<file path="src/rtl/nibble_serial_adder.sv">
// Nibble-serial adder: adds two WIDTH-bit operands one 4-bit slice per clock,
// least significant slice first, reporting sum, carry-out and signed overflow.
module nibble_serial_adder #(
    parameter int WIDTH = 16
) (
    input  logic             clk,
    input  logic             rst,
    input  logic             start,
    input  logic [WIDTH-1:0] a,
    input  logic [WIDTH-1:0] b,
    input  logic             cin,
    output logic             busy,
    output logic             done,
    output logic [WIDTH-1:0] sum,
    output logic             cout,
    output logic             ovf
);

    localparam int N  = WIDTH / 4;
    localparam int KW = (N > 1) ? $clog2(N) : 1;

    typedef enum logic [1:0] {
        IDLE = 2'd0,
        RUN  = 2'd1,
        DONE = 2'd2
    } state_t;

    state_t           state_q;
    logic [WIDTH-1:0] a_q, b_q, sum_q;
    logic             carry_q, cout_q, ovf_q, busy_q, done_q;
    logic [KW-1:0]    k_q;

    logic [3:0]       a_sl, b_sl;
    logic [4:0]       slice_d;
    logic             msb_cin_d;
    logic             last_d;

    always_comb begin
        a_sl      = a_q[{k_q, 2'b00} +: 4];
        b_sl      = b_q[{k_q, 2'b00} +: 4];
        slice_d   = {1'b0, a_sl} + {1'b0, b_sl} + {4'b0000, carry_q};
        // carry into bit 3 of the slice recovered from the sum bit
        msb_cin_d = slice_d[3] ^ a_sl[3] ^ b_sl[3];
        last_d    = (k_q == KW'(N - 1));
    end

    always_ff @(posedge clk or posedge rst) begin
        if (rst) begin
            state_q <= IDLE;
            a_q     <= '0;
            b_q     <= '0;
            sum_q   <= '0;
            carry_q <= 1'b0;
            cout_q  <= 1'b0;
            ovf_q   <= 1'b0;
            k_q     <= '0;
            busy_q  <= 1'b0;
            done_q  <= 1'b0;
        end else begin
            case (state_q)
                IDLE, DONE: begin
                    if (start) begin
                        a_q     <= a;
                        b_q     <= b;
                        carry_q <= cin;
                        sum_q   <= '0;
                        cout_q  <= 1'b0;
                        ovf_q   <= 1'b0;
                        k_q     <= '0;
                        state_q <= RUN;
                        busy_q  <= 1'b1;
                        done_q  <= 1'b0;
                    end else begin
                        state_q <= IDLE;
                        done_q  <= 1'b0;
                    end
                end
                RUN: begin
                    sum_q[{k_q, 2'b00} +: 4] <= slice_d[3:0];
                    carry_q <= slice_d[4];
                    k_q     <= k_q + KW'(1);
                    if (last_d) begin
                        cout_q  <= slice_d[4];
                        ovf_q   <= msb_cin_d ^ slice_d[4];
                        state_q <= DONE;
                        busy_q  <= 1'b0;
                        done_q  <= 1'b1;
                    end
                end
                default: begin
                    state_q <= IDLE;
                    busy_q  <= 1'b0;
                    done_q  <= 1'b0;
                end
            endcase
        end
    end

    assign busy = busy_q;
    assign done = done_q;
    assign sum  = sum_q;
    assign cout = cout_q;
    assign ovf  = ovf_q;

endmodule

</file>
<file path="config.mk">
export PLATFORM = sky130hd
export DESIGN_NAME = nibble_serial_adder
export DESIGN_NICKNAME = d
export VERILOG_FILES = /design/src/rtl/nibble_serial_adder.sv
export SDC_FILE = /design/constraint.sdc
export NUM_CORES = 1
export LEC_CHECK = 0
export CAP_MARGIN = 0
export CORE_MARGIN = 2
export CORE_UTILIZATION = 50
export DETAILED_ROUTE_END_ITERATION = 7
export PLACE_DENSITY = 0.79
export SETUP_SLACK_MARGIN = 0.05
export SYNTH_ARGS = -nofsm -noshare
export SYNTH_HDL_FRONTEND = slang
export SYNTH_SLANG_ARGS = --single-unit
</file>
<file path="constraint.sdc">
create_clock -name clk -period 4.7 [get_ports clk]
set_input_delay 0.705 -clock clk [delete_from_list [all_inputs] [get_ports clk]]
set_output_delay 0.705 -clock clk [all_outputs]
set_load 0.02 [all_outputs]
</file>
---- After elaboration in Yosys (flattened, before gate mapping) ----
Index checks and enable logic that the tools add are counted.
Widths: inputs -> output; s select.
word-level totals
  flip-flop bits (word level) ............. 57
  input port bits ......................... 36
operators by class
  add/sub/neg operators ................... 4
  equal/unequal tests ..................... 5
  shift operators ......................... 4
  mux-type cells .......................... 20
  bitwise gates (word level) .............. 3
  reduce and logical (&&, ||, !) cells .... 7
operators with widths
  kind                    number
  $pmux 16 s2             1
  $shiftx 16x5->4         2
  $bwmux 16               1
  $mux 16                 1
  $shift 4x6->16 const A  1
  $shiftx 4x6->16         1
  $mux 1                  9
  $pmux 1 s2              4
  $pmux 2 s2              2
  $neg 4->6               1
  $reduce_and 2->1        3
  $add 4x4->5             1
  $add 5x1->5             1
  $eq 2x2->1 const B      2
  $mux 2                  2
  $ne 2x2->1 const B      2
  $reduce_and 3->1        1
  $xor 1x1->1             3
  $add 2x1->2 const B     1
  $eq 2x1->1 const B      1
  $logic_not 2->1         1
  $reduce_bool 2->1       1
  $reduce_or 2->1         1

---- Depth between registers and ports, before layout ----
  depth after elaboration ................. 8
  gate-level depth with buffers ........... 9

---- Least setup slack after synthesis ----
OpenSTA, ideal clock, no wires.
  path kind ............................... register to register
  from .................................... register k_q[0]
  to ...................................... register ovf_q, in the netlist ovf
  setup time .............................. 0.076 ns
  arrival ................................. 3.195 ns
  slack ................................... 1.429 ns
  stages on the path, launching flop included .. 10
  period minus slack after synthesis ...... 3.271 ns
  cell sequence ........................... dfrtp_1 -> buf_1 -> mux4_1 -> fa_1 -> fa_1 -> a21o_1 -> a21oi_1 -> xnor2_2 -> xnor3_1 -> o21ai_1
on the way
  word-level cells in the longest chain between the ends .. 8
RTL lines
  what                                line    source
  from (decl)                         31      logic [KW-1:0] k_q;
  from (signal assigned)              81      k_q <= k_q + KW'(1);
  $shiftx 16x5->4 (on tied branches)  39, 40
  $add 4x4->5                         41      slice_d = {1'b0, a_sl} + {1'b0, b_sl} + {4'b0000, carry_q};
  $add 5x1->5                         41
  $xor 1x1->1 (2 in a row)            43      msb_cin_d = slice_d[3] ^ a_sl[3] ^ b_sl[3];
  $xor 1x1->1                         84      ovf_q <= msb_cin_d ^ slice_d[4];
  $mux 1                              82      if (last_d) begin
  $pmux 1 s2                          60      case (state_q)
  to (signal assigned)                84
  to (decl)                           30      logic carry_q, cout_q, ovf_q, busy_q, done_q;
Several ways; a longest one is shown, not always the timed one. The select of a mux whose other input is x is not followed.
A chain may end at the register's enable or synchronous reset.

---- Worst setup path after layout ----
Ends and elaborated chain as after synthesis.

==> impl_results.md <==
* Tot GR Track Use at 0.1935
* Top cells by area, synth: dfrtp_1 55%, mux2_2 15%, mux4_1 7.2%
* Main combinational cell family by area after synthesis: multiplexers
* Crit Path Max Fanout at 15
* Detail Route Antenna Nets at 0
* Finished Cell Area at around 3200 sq um
* Tmin final at 3.397 ns
* Sum Neg Setup Slack at 0 ns
* Psw at 979.4 uW
* Status: completed
* Switch share at 0.3882
* Mean Syn Cell Area at 15.11 sq um
* Adder-Cell Fraction of Synth Area at 0.05027
* Fin worst setup slack at 1.303 ns
* Mapped cell area at 2539 sq um
* Reg clk slew, reported paths at 0.10 ns
* Top-Level Pins at 56
* Clk_lat worst skew at between 0.3 and 0.4 ns
* Synth Flop Type: dfrtp_1
* Fin util at 0.6725
* Dpl cell area at 3146 sq um
* Post-synth ARST share at 1.000
* Synth cell types at 31
* Final-stage net count at 268
* Synth warn at 0
* Worst-margin pin slew at 1.108 ns
* CTS sink cnt at 56
* XOR/XNOR share of the synthesized area at 0.02563
* Mux cell area share after synthesis at 0.2277
* Via-to-Cell Ratio at roughly 5.5
* Post-synth EDFFs at 0
* Seq pwr share at 0.339
* Grt ovf at 0
* Synthesized instance count at around 170
* Top-count cell post-synth: dfrtp_1
* RSZ-0062 raised after global routing: false
* # Max-Cap Violations at 0
* Starting Density at 0.5270
* Routability cong. at 0.8481
* Simple-Gate Fraction of Synth Area at 0.03105
* Critical Path AT at 3.63 ns
* Post-route DRC at 0
* Period Utilization, post-route at 0.7227
* CTS tree: done
* First-pass GRT wire length at 7962 um
* Die area at 5663 sq um
* Clk buf depth at 2
* CP Launch Type: flop
* Cts repair resizes at 0
* Area fraction of the dominant cell type after synthesis at 0.5520
* PortBufs at 55
* LEAKAGE at ~1.4 nW
* Critical Path RT at 4.93 ns
* Peak VDD IR at 0.0003346 V
* Rel. slew slack at 0.2602
* Worst Hold Class: reg2reg
* Cell taking the most area after synthesis: dfrtp_1
* Post-CTS Hold Buffers at 0
* Crit. End Element: flop
* Area delta synth->final at 27.60%
* Final-report setup violation count at 0
* Core area at 4817 sq um
* Vias in the first global route at 1649
* Total Routed Length at 4925 um
* Layout Skew at 0.009075 ns
* Filler Cell Count at 359
* Largest net degree at the start of global routing at 57
* Drt pass-1 iters at 4
* CTS Buf Count at 5
* Antenna cells at 0
* Top cells by count, synth: 56 x dfrtp_1, 33 x mux2_2, 16 x a22o_1, 7 x ha_1, 7 x mux4_1
* Root Driver: clkbuf_8
* H-tree lvl count at 2
* Antenna violations before repair at 0
* Sequential share of the synthesized area at 0.5520
* FF+latch count, synth at 56
* Setup Slack @ Placement at 1.318 ns
* Syn Nets at 213
* Critical path class: reg2reg
* Post-CTS setup buffer count at 0
* Via Count at 1611
* Hold Vio Cnt, Final at 0
* Die Wd at 75.26 um
* Die Y at 75.26 um
* Rows at 25
* Synth Area in Compound Gates at 0.09364
* Max Slew Vio Count at 0
* Max Freq at 0.2944 GHz
* PwrDens at 778.7 nW/um^2
* Share of layout cells above drive strength 1 at 0.2009
* Combinational share of power at 0.556
* Initial DRC Count at slightly above 80
* Hpwl dp at 3704 um
* Pint at 1.543 mW
* Drt wl/cell at 16.92 um
* Clock power frac at 0.105
[routing by layer]
layer	track usage	up-vias	wire (um)
li1	-	737	-
met1	0.2395	805	2036
met2	0.3324	60	2527
met3	0.04819	9	275
met4	0.06823	0	86
met5	0	-	0
[worst max-delay path, stage by stage (launching register included)]
cell and delay [ns]:
dfrtp_1 0.73, mux4_1 0.66, fa_1 0.45, fa_1 0.41, a21o_1 0.19, a21oi_1 0.28
xnor2_2 0.16, xnor3_1 0.31, o21ai_1 0.12
[cells in the final DEF, fill, tap and decap left out, drive strengths merged]
master | synthesis | final
o31ai | 1 | 1
ha | 7 | 7
a21oi | 6 | 6
nand2b | 2 | 2
nor2 | 2 | 2
a22o | 17 | 17
inv | 4 | 4
clkdlybuf4s50 | 0 | 55
xor2 | 1 | 1
dfrtp | 56 | 56
a221o | 1 | 1
o21ai | 2 | 2
xnor2 | 3 | 3
o21bai | 1 | 1
nor4b | 1 | 1
clkbuf | 3 | 7
nor2b | 2 | 2
xnor3 | 1 | 1
mux2 | 33 | 33
fa | 2 | 2
clkinvlp | 0 | 1
nor3 | 3 | 3
nand3b | 1 | 1
a21o | 3 | 3
mux4 | 8 | 8
nand2 | 4 | 4
[metrics by stage]
step	std cells	hold slack [ns]	power, mW
floorplan	168	0.4720	1.857
global placement	283	0.4596	2.192
detailed placement	283	0.4829	2.277
CTS	291	0.5037	2.537
global route	291	0.5141	2.699
finish	291	0.4974	2.523
[power groups by stage]
stage                     combinational (mW)  clock [mW]  sequential (mW)
after floorplan                         1.00           0            0.857
after global placement                  1.34           0            0.855
after detailed placement                1.41           0            0.870
after CTS                               1.41       0.271            0.859
after global routing                    1.52       0.288            0.886
final                                   1.40       0.266            0.854
[cells by family (layout without fill, tap and decap cells)]
family          Yosys count  in the layout
compound gates           31             31
xor+xnor                  5              5
fa+ha+maj                 9              9
buf+inv                  11             67
flops                    56             56
mux                      41             41
simple gates             15             15
[sequential cells by signal (all words and copies together), names as in the netlist]
| name | flops |
|---|---|
| a_q | 16 |
| b_q | 16 |
| busy | 1 |
| carry_q | 1 |
| cout | 1 |
| done | 1 |
| k_q | 2 |
| ovf | 1 |
| state_q | 1 |
| sum | 16 |
[final timing paths]
path,from,endpoint,slack (ns),depth (start not counted)
worst min-delay path,busy$_DFFE_PP0P_,busy$_DFFE_PP0P_,0.50,1
max in group asynchronous,rst,a_q[2]$_DFFE_PP0P_,3.03,2
worst max-delay path,k_q[0]$_DFFE_PP0P_,ovf$_DFFE_PP0P_,1.30,8
min in group asynchronous,rst,k_q[0]$_DFFE_PP0P_,1.00,2
worst min register to register,busy$_DFFE_PP0P_,busy$_DFFE_PP0P_,0.50,1
worst max register to register,k_q[0]$_DFFE_PP0P_,ovf$_DFFE_PP0P_,1.30,8
[layout make-up]
type / count / area (sq um) / share of cell area
clock buffer: 7 / 86.33 / 0.02665
clock inverter: 1 / 7.507 / 0.002317
timing repair buffer: 55 / 550.5 / 0.1699
tap: 67 / 83.83 / 0.02588
sequential: 56 / 1401 / 0.4326
inverter: 4 / 15.01 / 0.004635
multi-input combinational: 101 / 1095 / 0.3380
(Power assumes the default switching activity.)
